===== src/rtl/serial_cmp_accumulator_if.sv =====
// Handshake and result bundle between a chunk-result source and serial_cmp_accumulator.
// The master side supplies start and chunk codes; the slave side returns status and the wide result.
interface serial_cmp_accumulator_if #(
    parameter int unsigned CNT_W = 8
);
    logic             start;
    logic             chunk_valid;
    logic             gt_in;
    logic             lt_in;
    logic             eq_in;
    logic             busy;
    logic             done;
    logic             gt;
    logic             lt;
    logic             eq;
    logic             err;
    logic [CNT_W-1:0] chunk_cnt;

    modport master (
        output start, chunk_valid, gt_in, lt_in, eq_in,
        input  busy, done, gt, lt, eq, err, chunk_cnt
    );

    modport slave (
        input  start, chunk_valid, gt_in, lt_in, eq_in,
        output busy, done, gt, lt, eq, err, chunk_cnt
    );
endinterface


===== src/rtl/serial_cmp_accumulator.sv =====
// Folds MSB-first per-chunk gt/lt/eq codes into one wide magnitude-compare result.
// The first legal non-equal chunk decides; non-one-hot codes flag err and void the result.
module serial_cmp_accumulator #(
    parameter int unsigned NUM_CHUNKS = 4,
    parameter int unsigned CNT_W      = 8
) (
    input  logic                     clk,
    input  logic                     rst,
    serial_cmp_accumulator_if.slave  bus
);
    typedef enum logic [1:0] {
        IDLE  = 2'd0,
        ACCUM = 2'd1,
        DONE  = 2'd2
    } state_t;

    localparam logic [CNT_W-1:0] LAST_CNT = CNT_W'(NUM_CHUNKS - 1);

    state_t           state, state_n;
    logic [CNT_W-1:0] cnt, cnt_n;
    logic             decided, decided_n;
    logic             gt_q, gt_n;
    logic             lt_q, lt_n;
    logic             eq_q, eq_n;
    logic             err_q, err_n;
    logic [2:0]       code;
    logic             legal;

    assign code  = {bus.gt_in, bus.lt_in, bus.eq_in};
    assign legal = (code == 3'b100) || (code == 3'b010) || (code == 3'b001);

    always_ff @(posedge clk or posedge rst) begin
        if (rst) begin
            state   <= IDLE;
            cnt     <= '0;
            decided <= 1'b0;
            gt_q    <= 1'b0;
            lt_q    <= 1'b0;
            eq_q    <= 1'b0;
            err_q   <= 1'b0;
        end else begin
            state   <= state_n;
            cnt     <= cnt_n;
            decided <= decided_n;
            gt_q    <= gt_n;
            lt_q    <= lt_n;
            eq_q    <= eq_n;
            err_q   <= err_n;
        end
    end

    always_comb begin
        state_n   = state;
        cnt_n     = cnt;
        decided_n = decided;
        gt_n      = gt_q;
        lt_n      = lt_q;
        eq_n      = eq_q;
        err_n     = err_q;

        // start wins in every state; a chunk presented alongside it is dropped
        if (bus.start) begin
            state_n   = ACCUM;
            cnt_n     = '0;
            decided_n = 1'b0;
            gt_n      = 1'b0;
            lt_n      = 1'b0;
            eq_n      = 1'b0;
            err_n     = 1'b0;
        end else begin
            unique case (state)
                IDLE: ;
                ACCUM: begin
                    if (bus.chunk_valid) begin
                        if (!legal) begin
                            err_n = 1'b1;
                        end else if (!decided && (bus.gt_in || bus.lt_in)) begin
                            gt_n      = bus.gt_in;
                            lt_n      = bus.lt_in;
                            decided_n = 1'b1;
                        end
                        // Final flags are resolved on the accepting edge so they are valid during DONE
                        if (cnt == LAST_CNT) begin
                            state_n = DONE;
                            if (err_n) begin
                                gt_n = 1'b0;
                                lt_n = 1'b0;
                                eq_n = 1'b0;
                            end else begin
                                eq_n = !decided_n;
                            end
                        end else begin
                            cnt_n = cnt + CNT_W'(1);
                        end
                    end
                end
                DONE:    state_n = IDLE;
                default: state_n = IDLE;
            endcase
        end
    end

    assign bus.busy      = (state == ACCUM);
    assign bus.done      = (state == DONE);
    assign bus.gt        = gt_q;
    assign bus.lt        = lt_q;
    assign bus.eq        = eq_q;
    assign bus.err       = err_q;
    assign bus.chunk_cnt = cnt;
endmodule


===== src/flat_wrapper.sv =====
// flat-port wrapper written by rule: the top's interface ports become plain ports
module serial_cmp_accumulator_flat 
#(
    parameter int unsigned NUM_CHUNKS = 4,
    parameter int unsigned CNT_W      = 8
)
  (clk, rst, bus_start, bus_chunk_valid, bus_gt_in, bus_lt_in, bus_eq_in, bus_busy, bus_done, bus_gt, bus_lt, bus_eq, bus_err, bus_chunk_cnt);
  serial_cmp_accumulator_if #(.CNT_W(CNT_W)) bus_i ();
  input  logic clk;
  input  logic rst;
  input wire logic [$bits(bus_i.start)-1:0] bus_start;
  input wire logic [$bits(bus_i.chunk_valid)-1:0] bus_chunk_valid;
  input wire logic [$bits(bus_i.gt_in)-1:0] bus_gt_in;
  input wire logic [$bits(bus_i.lt_in)-1:0] bus_lt_in;
  input wire logic [$bits(bus_i.eq_in)-1:0] bus_eq_in;
  output wire logic [$bits(bus_i.busy)-1:0] bus_busy;
  output wire logic [$bits(bus_i.done)-1:0] bus_done;
  output wire logic [$bits(bus_i.gt)-1:0] bus_gt;
  output wire logic [$bits(bus_i.lt)-1:0] bus_lt;
  output wire logic [$bits(bus_i.eq)-1:0] bus_eq;
  output wire logic [$bits(bus_i.err)-1:0] bus_err;
  output wire logic [$bits(bus_i.chunk_cnt)-1:0] bus_chunk_cnt;
  assign bus_i.start = bus_start;
  assign bus_i.chunk_valid = bus_chunk_valid;
  assign bus_i.gt_in = bus_gt_in;
  assign bus_i.lt_in = bus_lt_in;
  assign bus_i.eq_in = bus_eq_in;
  assign bus_busy = bus_i.busy;
  assign bus_done = bus_i.done;
  assign bus_gt = bus_i.gt;
  assign bus_lt = bus_i.lt;
  assign bus_eq = bus_i.eq;
  assign bus_err = bus_i.err;
  assign bus_chunk_cnt = bus_i.chunk_cnt;
  serial_cmp_accumulator #(.NUM_CHUNKS(NUM_CHUNKS), .CNT_W(CNT_W)) u_core (.clk(clk), .rst(rst), .bus(bus_i));
endmodule

===== config.mk =====
export PLATFORM = sky130hd
export DESIGN_NAME = serial_cmp_accumulator_flat
export DESIGN_NICKNAME = d
export VERILOG_FILES = /design/src/rtl/serial_cmp_accumulator_if.sv /design/src/rtl/serial_cmp_accumulator.sv /design/src/flat_wrapper.sv
export SDC_FILE = /design/constraint.sdc
export NUM_CORES = 1
export LEC_CHECK = 0
export ABC_AREA = 1
export CAP_MARGIN = 20
export CORE_AREA = 10 10 67 69
export CTS_BUF_LIST = sky130_fd_sc_hd__clkbuf_4 sky130_fd_sc_hd__clkbuf_8
export DETAILED_ROUTE_END_ITERATION = 10
export DIE_AREA = 0 0 77 79
export PLACE_DENSITY = 0.5
export SLEW_MARGIN = 0
export SYNTH_ARGS = -nofsm -noshare
export SYNTH_HDL_FRONTEND = slang
export SYNTH_SLANG_ARGS = --single-unit

===== constraint.sdc =====
create_clock -name clk -period 2.4 [get_ports clk]
set_input_delay 0.24 -clock clk [delete_from_list [all_inputs] [get_ports clk]]
set_output_delay 0.24 -clock clk [all_outputs]
set_load 0.05 [all_outputs]

==> flow_metrics.tcl <==
set metrics [dict create \
    synthCells 135 \
    rsz0062_at_grt "false" \
    synth_area_um2 920 \
    hpwl_mm 1.89 \
    timing.setup.tns_ps 0 \
    synth_top_family_by_area "simple AND/OR/NAND/NOR gates" \
    tritoncts "done" \
    status "finished clean" \
    synth.area.top_cells "dfrtp_1, nand2_1, inv_1" \
    synth-seq-cells 15 \
    reg2regPathDepth 8 \
    dr.pass1.iters 6 \
    synth_fa_ha_area_frac 0.0136 \
    slew_headroom 0.585 \
    critPathCapture "bus_busy" \
    synth.net_count 143 \
    grt_pass1_wl_mm 4.32 \
    setup_violations 0 \
    wl_per_cell_um 12.5 \
    post-cts-setup-buffer-count 0 \
    yosysWarningCount 0 \
    setup_ws_ps 445 \
    placed_cells 200 \
    postRouteAntennaNets 0 \
    synth_compound_area_frac 0.0463 \
    hold_buffers 0 \
    num_rows 21 \
    cp-start-kind "flop" \
    max-clock-path-buffers 2 \
    ir_worst_vdd_uv 178 \
    die-area_um2 6080 \
    path_max_fanout 3 \
    initial_core_util 0.285 \
    root_buffer "clkbuf_4" \
    synth-xor-area-share 0 \
    fp.dieH_um 79 \
    die_w_um 77 \
    core_area_um2 3230 \
    crit_chain "inv_1, nand2_1, inv_1, clkdlybuf4s50_1" \
    drc_errors 0 \
    clkTransAtPathRegs_ps 100 \
    crit_slowest_cell "clkdlybuf4s50_1" \
    synth_area_leader_cell "dfrtp_1" \
    fin_worst_skew_ps 9.56 \
    hold_ws_ps 309 \
    clk_latency_ps 290 \
    ys_types 16 \
    antenna_found_initial 0 \
    num_io_pins 21 \
    maxCapViolCount 0 \
    power_w 0.000545 \
    r2r_start "u_core.bus.chunk_cnt[0]" \
    vias 935 \
    cp_data_arrival_time_ps 1710 \
    yosysSeqAreaShare 0.408 \
    numCtsBuffers 3 \
    drive_gt1_frac 0.0696 \
    io_buffers 20 \
    startpoint "u_core.state[1]" \
    max_freq_mhz 512 \
    grtUsageTotal 0.0848 \
    overflow 0 \
    hold_viol 0 \
    synthMuxAreaShare 0 \
    first_global_vias 972 \
    tightest_slew_ps 621 \
    fin_crit_ps 1950 \
    cpMostUsedCell "inv_1" \
    nets 167 \
    area_growth_pct 30.6 \
    crit_path_end_kind "output port" \
    drt_iter0_markers 53 \
    fin_cells 204 \
    hold_path_class "input pin to asynchronous set/reset pin" \
    clock-sinks 15 \
    post_synth.cell_area_avg_um2 6.81 \
    cts_resized 0 \
    max_stage_delay_ps 800 \
    cellLeakagePower_nw 0.591 \
    grt_max_degree 16 \
    report.final.slew_viol_count 0 \
    via_per_inst 4.58 \
    r2r-end "u_core.bus.gt" \
    p_per_area_nw_per_um2 453 \
    critPathKind "flop to output port" \
    synth_top_area_share 0.408 \
    yosys.area_share.simple 0.442 \
    post-place-ws_ps 743 \
    place.gp.congestion 0.821 \
    htreeDepth 1 \
    crit_required_ps 2160 \
    wirelength_mm 2.55 \
    diodes 0 \
    finalCritPeriodShare 0.814 \
    r2r_setup_slack_ps 860 \
]
logic make-up (layout without fill, tap and decap cells):
logic type | after synthesis | count (layout)
compound gates | 7 | 7
fa+ha+maj | 1 | 1
buf+inv | 22 | 45
flops | 15 | 15
simple gates | 90 | 90
synthesized netlist by cell type:
library cell / n
nand2_1: 50
inv_1: 20
dfrtp_1: 15
nor2_1: 14
nand3_1: 12
nand4_1: 8
nor2_4: 3
o21ai_0: 3
o21bai_1: 2
o22ai_1: 2
clkbuf_1: 1
ha_1: 1
inv_2: 1
nand3_2: 1
nor2_2: 1
or2_2: 1
power by group:
part / switching [W] / leakage [nW] / total, W / internal (W)
Sequential: 0.00000784 / 0.200 / 0.000270 / 0.000262
Clock: 0.0000878 / 0.0177 / 0.000150 / 0.0000620
Combinational: 0.0000828 / 0.373 / 0.000125 / 0.0000421
layer usage:
layer / vias up / GRT usage / wire length (um)
li1: 470 / - / -
met1: 434 / 0.0931 / 1200
met2: 29 / 0.149 / 1120
met3: 2 / 0.0349 / 218
met4: 0 / 0.0219 / 8
met5: - / 0 / 0
how the worst min path moves through the flow:
stage	startpoint	to	slack, ps
after floorplan	rst	u_core.bus.chunk_cnt[0]	140
after global placement	u_core.bus.eq	u_core.bus.eq	510
after detailed placement	u_core.bus.eq	u_core.bus.eq	500
after CTS	rst	u_core.state[1]	340
after global routing	rst	u_core.state[1]	370
final	rst	u_core.state[1]	310
critical path: cells and delay by family (launching register included):
family / cells / cell delay, ps
buffers and inverters: 3 / 950
and+or+nand+nor: 1 / 100
DFF: 1 / 370
final cells by class:
cell class | count | area, um^2
sequential | 15 | 375
multi-input combinational | 98 | 462
tap | 46 | 57.6
clock inverter | 1 | 5.00
timing repair buffer | 20 | 200
clock buffer | 3 | 22.5
inverter | 21 | 78.8
fill | 364 | 2030
layout by cell type, fill, tap and decap left out:
cell and n:
nor2_4 3, nor2_1 14, clkinv_2 1, clkbuf_4 3, ha_1 1, o22ai_1 2
nand3_2 1, inv_2 1, dfrtp_1 15, or2_2 1, nand2_1 50, nor2_2 1
nand3_1 12, nand4_1 8, inv_1 20, clkdlybuf4s50_1 20, o21ai_0 3, o21bai_1 2
registers in the layout, summed over array words and instances (netlist names):
signal / flops
u_core.bus.chunk_cnt: 8
u_core.state: 2
u_core.bus.eq: 1
u_core.bus.err: 1
u_core.bus.gt: 1
u_core.bus.lt: 1
u_core.decided: 1
metrics by stage:
stage	util	area, um^2
floorplan	-	920
global route	0.372	1200
global placement	0.363	1170
detailed placement	0.363	1170
CTS	0.372	1200
finish	0.372	1200
Note: power is estimated with default switching activity, not from simulation.
